[src/rtl/rx_pkg.sv]
// Shared constants for the UART receive-side byte buffer.
package rx_pkg;

    localparam int unsigned RX_DATA_W     = 8;
    localparam int unsigned RX_FIFO_DEPTH = 8;
    localparam logic [RX_DATA_W-1:0] RX_IDLE_BYTE = '1;

endpackage

[src/rtl/rx_fifo_if.sv]
// Push/pop handshake bundle between the receiver controller, the host and rx_fifo.
interface rx_fifo_if
    import rx_pkg::*;
#(
    parameter int unsigned DEPTH  = RX_FIFO_DEPTH,
    parameter int unsigned DATA_W = RX_DATA_W
);

    localparam int unsigned CNT_W = $clog2(DEPTH) + 1;

    logic              load_buffer;
    logic [DATA_W-1:0] packet_data;
    logic              data_read;
    logic [DATA_W-1:0] rx_data;
    logic              data_ready;
    logic              overrun_error;
    logic [CNT_W-1:0]  count;

    modport master (
        output load_buffer, packet_data, data_read,
        input  rx_data, data_ready, overrun_error, count
    );

    modport slave (
        input  load_buffer, packet_data, data_read,
        output rx_data, data_ready, overrun_error, count
    );

endinterface

[src/rtl/fifo_ptr.sv]
// Wrapping pointer counter; wraps naturally because the depth is a power of two.
module fifo_ptr #(
    parameter int unsigned W = 3
) (
    input  logic         clk,
    input  logic         rst,
    input  logic         inc,
    output logic [W-1:0] ptr
);

    always_ff @(posedge clk or posedge rst) begin
        if (rst)
            ptr <= '0;
        else if (inc)
            ptr <= ptr + W'(1);
    end

endmodule

[src/rtl/rx_fifo.sv]
// Receive byte FIFO: show-ahead read port, count-based full/empty, sticky overrun flag.
module rx_fifo
    import rx_pkg::*;
#(
    parameter int unsigned DEPTH  = RX_FIFO_DEPTH,
    parameter int unsigned DATA_W = RX_DATA_W
) (
    input  logic       clk,
    input  logic       rst,
    rx_fifo_if.slave   bus
);

    localparam int unsigned PTR_W = $clog2(DEPTH);
    localparam int unsigned CNT_W = PTR_W + 1;

    logic [DATA_W-1:0] mem [DEPTH];
    logic [PTR_W-1:0]  rd_ptr;
    logic [PTR_W-1:0]  wr_ptr;
    logic [CNT_W-1:0]  count;
    logic              overrun;
    logic              empty_c;
    logic              full_c;
    logic              push_c;
    logic              pop_c;
    logic              drop_c;

    // A pop frees a slot in the same cycle, so a full FIFO still accepts a concurrent push.
    always_comb begin
        empty_c = (count == '0);
        full_c  = (count == CNT_W'(DEPTH));
        pop_c   = bus.data_read && !empty_c;
        push_c  = bus.load_buffer && (!full_c || pop_c);
        drop_c  = bus.load_buffer && full_c && !pop_c;
    end

    fifo_ptr #(.W(PTR_W)) u_rd_ptr (
        .clk (clk),
        .rst (rst),
        .inc (pop_c),
        .ptr (rd_ptr)
    );

    fifo_ptr #(.W(PTR_W)) u_wr_ptr (
        .clk (clk),
        .rst (rst),
        .inc (push_c),
        .ptr (wr_ptr)
    );

    // Storage is deliberately left unreset; count alone defines validity.
    always_ff @(posedge clk) begin
        if (push_c)
            mem[wr_ptr] <= bus.packet_data;
    end

    always_ff @(posedge clk or posedge rst) begin
        if (rst)
            count <= '0;
        else if (push_c && !pop_c)
            count <= count + CNT_W'(1);
        else if (pop_c && !push_c)
            count <= count - CNT_W'(1);
    end

    // Any read strobe acknowledges the flag; a read while full is a pop, so no set/clear clash.
    always_ff @(posedge clk or posedge rst) begin
        if (rst)
            overrun <= 1'b0;
        else if (drop_c)
            overrun <= 1'b1;
        else if (bus.data_read)
            overrun <= 1'b0;
    end

    assign bus.rx_data       = empty_c ? {DATA_W{1'b1}} : mem[rd_ptr];
    assign bus.data_ready    = !empty_c;
    assign bus.overrun_error = overrun;
    assign bus.count         = count;

endmodule

[src/flat_wrapper.sv]
// flat-port wrapper written by rule: the top's interface ports become plain ports
module rx_fifo_flat import rx_pkg::*;
#(
    parameter int unsigned DEPTH  = RX_FIFO_DEPTH,
    parameter int unsigned DATA_W = RX_DATA_W
)
  (clk, rst, bus_load_buffer, bus_packet_data, bus_data_read, bus_rx_data, bus_data_ready, bus_overrun_error, bus_count);
  rx_fifo_if #(.DEPTH(DEPTH), .DATA_W(DATA_W)) bus_i ();
  input  logic clk;
  input  logic rst;
  input wire logic [$bits(bus_i.load_buffer)-1:0] bus_load_buffer;
  input wire logic [$bits(bus_i.packet_data)-1:0] bus_packet_data;
  input wire logic [$bits(bus_i.data_read)-1:0] bus_data_read;
  output wire logic [$bits(bus_i.rx_data)-1:0] bus_rx_data;
  output wire logic [$bits(bus_i.data_ready)-1:0] bus_data_ready;
  output wire logic [$bits(bus_i.overrun_error)-1:0] bus_overrun_error;
  output wire logic [$bits(bus_i.count)-1:0] bus_count;
  assign bus_i.load_buffer = bus_load_buffer;
  assign bus_i.packet_data = bus_packet_data;
  assign bus_i.data_read = bus_data_read;
  assign bus_rx_data = bus_i.rx_data;
  assign bus_data_ready = bus_i.data_ready;
  assign bus_overrun_error = bus_i.overrun_error;
  assign bus_count = bus_i.count;
  rx_fifo #(.DEPTH(DEPTH), .DATA_W(DATA_W)) u_core (.clk(clk), .rst(rst), .bus(bus_i));
endmodule
[config.mk]
export PLATFORM = sky130hd
export DESIGN_NAME = rx_fifo_flat
export DESIGN_NICKNAME = d
export VERILOG_FILES = /design/src/rtl/rx_pkg.sv /design/src/rtl/rx_fifo_if.sv /design/src/rtl/fifo_ptr.sv /design/src/rtl/rx_fifo.sv /design/src/flat_wrapper.sv
export SDC_FILE = /design/constraint.sdc
export NUM_CORES = 1
export LEC_CHECK = 0
export CAP_MARGIN = 10
export CORE_MARGIN = 4
export CORE_UTILIZATION = 54
export CTS_BUF_LIST = sky130_fd_sc_hd__clkbuf_8
export DETAILED_ROUTE_END_ITERATION = 16
export PLACE_DENSITY = 0.84
export SLEW_MARGIN = 10
export SYNTH_ARGS = -nofsm -noshare
export SYNTH_HDL_FRONTEND = slang
export SYNTH_SLANG_ARGS = --single-unit
export TNS_END_PERCENT = 30
[constraint.sdc]
create_clock -name clk -period 2.7 [get_ports clk]
set_input_delay 0.54 -clock clk [delete_from_list [all_inputs] [get_ports clk]]
set_output_delay 0.54 -clock clk [all_outputs]
set_load 0.01 [all_outputs]
==> summary.log <==
INFO  timing         slew-limit-headroom=0.694
INFO  logic_synthesis yosysWarningCount=0
INFO  logic_synthesis synthCells=162
INFO  timing         totalNegativeSetupSlack=0ns
INFO  die            die_w=83.6um
INFO  place          numPlacedInstances=271
INFO  cts            cts_tree=yes
INFO  logic_synthesis yosysMostFrequentCell=sky130_fd_sc_hd__edfxtp_1
INFO  global_routing via_count_of_the_first_global_routing_pass=1837
INFO  timing         tightest_slew=0.458ns
INFO  place          place.gp.congestion=0.839
INFO  setup_path     reg_to_reg_startpoint=u_core.bus.count[0]$_DFFE_PP0P_
INFO  setup_path     worstPathCellList=or4b_4 > o21ai_4 > inv_1 > ha_2 > inv_2 > ha_4 > or4_1 > nand3_1 > o211ai_1
INFO  global_routing overall_routing_resource_usage=0.199
INFO  timing         timing_max_transition_violations_final=0
INFO  setup_path     critical_path_arrival=2.77ns
INFO  cts            cts_max_level=3
INFO  timing         finalWorstPathRequiredPeriod=2.57ns
INFO  drt            antenna_violating_nets_post_route=0
INFO  setup_path     path_delay_family=simple AND/OR/NAND/NOR gates
INFO  setup_path     worst_r2r_endpoint=u_core.bus.count[3]$_DFFE_PP0P_
INFO  flow_run       drv.max_cap_violation_count=0
INFO  die            floorplan.rows=27
INFO  setup_path     timing.critical_path.slowest_cell_delay=0.58ns
INFO  drt            drt-pass1-iter-count=4
INFO  timing         grt_setup_unrepaired=false
INFO  cells_and_area instances_no_fill=288
INFO  global_routing grt_max_degree=19
INFO  power_and_ir_drop ir_worst_vdd=0.000633V
INFO  setup_path     path_max_fanout=5
INFO  global_routing antenna_found_initial=0
INFO  die            floorplan.io_pins=26
INFO  drt            wl_per_cell=22.5um
INFO  logic_synthesis flip_flop_and_latch_count_after_synthesis=75
INFO  setup_path     worstPathBufferInverterCount=2
INFO  cells_and_area final_net_count=229
INFO  cts            clk_root_buffer_cell=sky130_fd_sc_hd__clkbuf_8
INFO  logic_synthesis netlist_top_cells_area=sky130_fd_sc_hd__edfxtp_1 (62%), sky130_fd_sc_hd__mux4_2 (12%), sky130_fd_sc_hd__dfrtp_1 (8.9%)
INFO  timing         timing_hold_violations_final=0
INFO  logic_synthesis yosysSeqAreaShare=0.712
INFO  cells_and_area layout-area-overhead-vs-synth=22.5%
INFO  die            die_h=83.6um
INFO  cells_and_area n_antenna_cell=0
INFO  logic_synthesis synth_enable_flop_cells=64
INFO  timing         finalSetupViolCount=0
INFO  drt            drt_iter0_drc=103
INFO  logic_synthesis synthArstFlopShare=0.147
INFO  drt            detailroute.via_count=1712
INFO  die            fp.coreArea=5540squm
INFO  logic_synthesis ys_dominant_reg_cell=sky130_fd_sc_hd__edfxtp_1
INFO  global_routing grt_overflow_total=0
INFO  logic_synthesis synth_fp_nets=180
INFO  logic_synthesis netlist-cell-type-count=32
INFO  cts            clock_latency=0.34ns
INFO  logic_synthesis leading_area_contributor_after_synthesis=sky130_fd_sc_hd__edfxtp_1
INFO  setup_path     endpoint_kind=flop
INFO  cts            cts.sink_count=75
INFO  cells_and_area drive_above_1_share=0.310
INFO  worst_hold_path worstHoldPathType=input port to async pin
INFO  cts            clk_transition_reported_paths=0.08ns
INFO  die            floorplan.die_area=6990squm
INFO  drt            remaining_drc_errors=0
INFO  cts            cts_made_buffers=9
INFO  setup_path     rrSetupSlack=0.13ns
INFO  place          placement.io_buffers=25
INFO  logic_synthesis post_synth_instance_area=3090squm
INFO  die            initial_utilization=0.557
INFO  power_and_ir_drop pwr_density_cell=1100nW/um^2
INFO  logic_synthesis fraction_of_post_synthesis_cell_area_in_the_top_cell_type_by_area=0.622
INFO  timing         maxClockFrequency=390MHz
INFO  cts            cts_hold_buffers=0
INFO  setup_path     timing.critical_path.required=2.91ns
INFO  timing         final_clock_period_utilization_by_the_worst_path=0.950
INFO  drt            postRouteWirelength=6480um
INFO  power_and_ir_drop power.static_leakage=0.00130uW
INFO  setup_path     element_type_at_the_critical_path_start=flop
INFO  logic_synthesis post_synth_most_frequent_cells=sky130_fd_sc_hd__edfxtp_1 (64), sky130_fd_sc_hd__mux4_2 (16), sky130_fd_sc_hd__dfrtp_1 (11)
INFO  logic_synthesis post_synthesis_average_cell_area=19.1squm
INFO  setup_path     ff2ff_path_depth=9
INFO  status         outcome=completed
INFO  setup_path     path_class=flop to flop
INFO  setup_path     cp_slowest_cell=sky130_fd_sc_hd__or4b_4
INFO  place          dp_hpwl=4150um
INFO  drt            route.detailed.vias_per_inst=5.94
INFO  power_and_ir_drop post-layout-total-power=4170uW
INFO  global_routing grt_pass1_wl=10100um
INFO  timing         clock-skew-final=0.00584ns
INFO  cts            clk_path_buf_depth=2
-- worst register-to-register path, delay by kind of cell (launching register included) --
kind,cells,cell delay (ns)
fa+ha+maj,2,0.42
compound gates,2,0.27
flops,1,0.42
buf+inv,2,0.18
simple gates,3,1.15
-- worst max path at each step --
stage	start	endpoint	slack (ns)	cells past startpoint
after global placement	u_core.bus.count[0]$_DFFE_PP0P_	bus_rx_data[5]	0.11	5
after global routing	u_core.bus.count[2]$_DFFE_PP0P_	u_core.bus.count[3]$_DFFE_PP0P_	0.06	9
after CTS	u_core.bus.count[2]$_DFFE_PP0P_	u_core.bus.count[3]$_DFFE_PP0P_	0.04	9
final	u_core.bus.count[0]$_DFFE_PP0P_	u_core.bus.count[3]$_DFFE_PP0P_	0.13	9
after detailed placement	bus_data_read	u_core.bus.count[3]$_DFFE_PP0P_	0.02	9
after floorplan	u_core.bus.count[0]$_DFFE_PP0P_	u_core.bus.count[3]$_DFFE_PP0P_	0.05	9
-- final cells by class --
cell class,count,area [sq um]
Fill cell,360,1760
Tap cell,72,90.1
Sequential cell,75,2200
Clock buffer,9,124
Inverter,3,11.3
Timing Repair Buffer,45,415
Multi-Input combinational cell,77,875
Clock inverter,7,67.6
-- through the flow --
step / utilization / setup slack [ns] / instance area, sq um / hold WS (ns)
after global routing: 0.683 / 0.0610 / 3780 / 0.524
after global placement: 0.643 / 0.112 / 3560 / 0.475
after CTS: 0.680 / 0.0397 / 3770 / 0.502
after floorplan: - / 0.0479 / 3090 / 0.392
after detailed placement: 0.643 / 0.0242 / 3560 / 0.492
final: 0.683 / 0.134 / 3780 / 0.501
-- repair_timing --
| item | in CTS | in global routing |
|---|---|---|
| resized for setup | 12 | 3 |
| endpoints found under the setup margin | 8 | 1 |
| pin swaps | 1 | 0 |
| buffers inserted | 1 | 0 |
| gates cloned | 0 | 0 |
-- registers in the layout, indices dropped and copies added, names as in the netlist --
register / count
u_core.u_rd_ptr.ptr: 3
u_core.bus.count: 4
u_core.u_wr_ptr.ptr: 3
u_core.mem: 64
u_core.bus.overrun_error: 1
-- placed cells by master (no fill, tap or decap), types with 3 or more instances in the layout --
master / count
sky130_fd_sc_hd__o211ai_1: 3
sky130_fd_sc_hd__clkbuf_8: 9
sky130_fd_sc_hd__nand3_1: 4
sky130_fd_sc_hd__clkdlybuf4s50_1: 17
sky130_fd_sc_hd__buf_4: 18
sky130_fd_sc_hd__o22a_1: 8
sky130_fd_sc_hd__xnor2_1: 6
sky130_fd_sc_hd__dlygate4sd2_1: 8
sky130_fd_sc_hd__dfrtp_1: 8
sky130_fd_sc_hd__ha_1: 3
sky130_fd_sc_hd__mux4_2: 16
sky130_fd_sc_hd__edfxtp_1: 64
sky130_fd_sc_hd__dfrtp_2: 3
sky130_fd_sc_hd__nor3_1: 6
sky130_fd_sc_hd__nor2_1: 4
-- cell families (layout without fill, tap and decap cells) --
family                   count (synthesis)  after routing  synth area share
flip-flops                              75             75             0.712
AND/OR/NAND/NOR                         28             28            0.0511
multiplexers                            20             20             0.132
AO/OA/AOI/OAI                           17             17            0.0458
buffers and inverters                   10             64            0.0158
adder cells (fa/ha/maj)                  6              6            0.0267
XOR/XNOR                                 6              6            0.0170
-- routing by layer --
metal / track usage / wire [um] / up-vias
met3: 0.0533 / 263 / 6
li1: - / - / 757
met4: 0.0789 / 90 / 0
met1: 0.253 / 2620 / 902
met2: 0.328 / 3510 / 47
met5: 0 / 0 / -
-- where the power goes --
group	leakage [uW]	internal (uW)	total (uW)	switching (uW)
Clock	0.0000931	423	827	404
Sequential	0.000710	1490	1680	187
Combinational	0.000497	911	1670	755
Total	0.00130	2830	4170	1350
No activity file was read; power rests on OpenSTA's default activity.
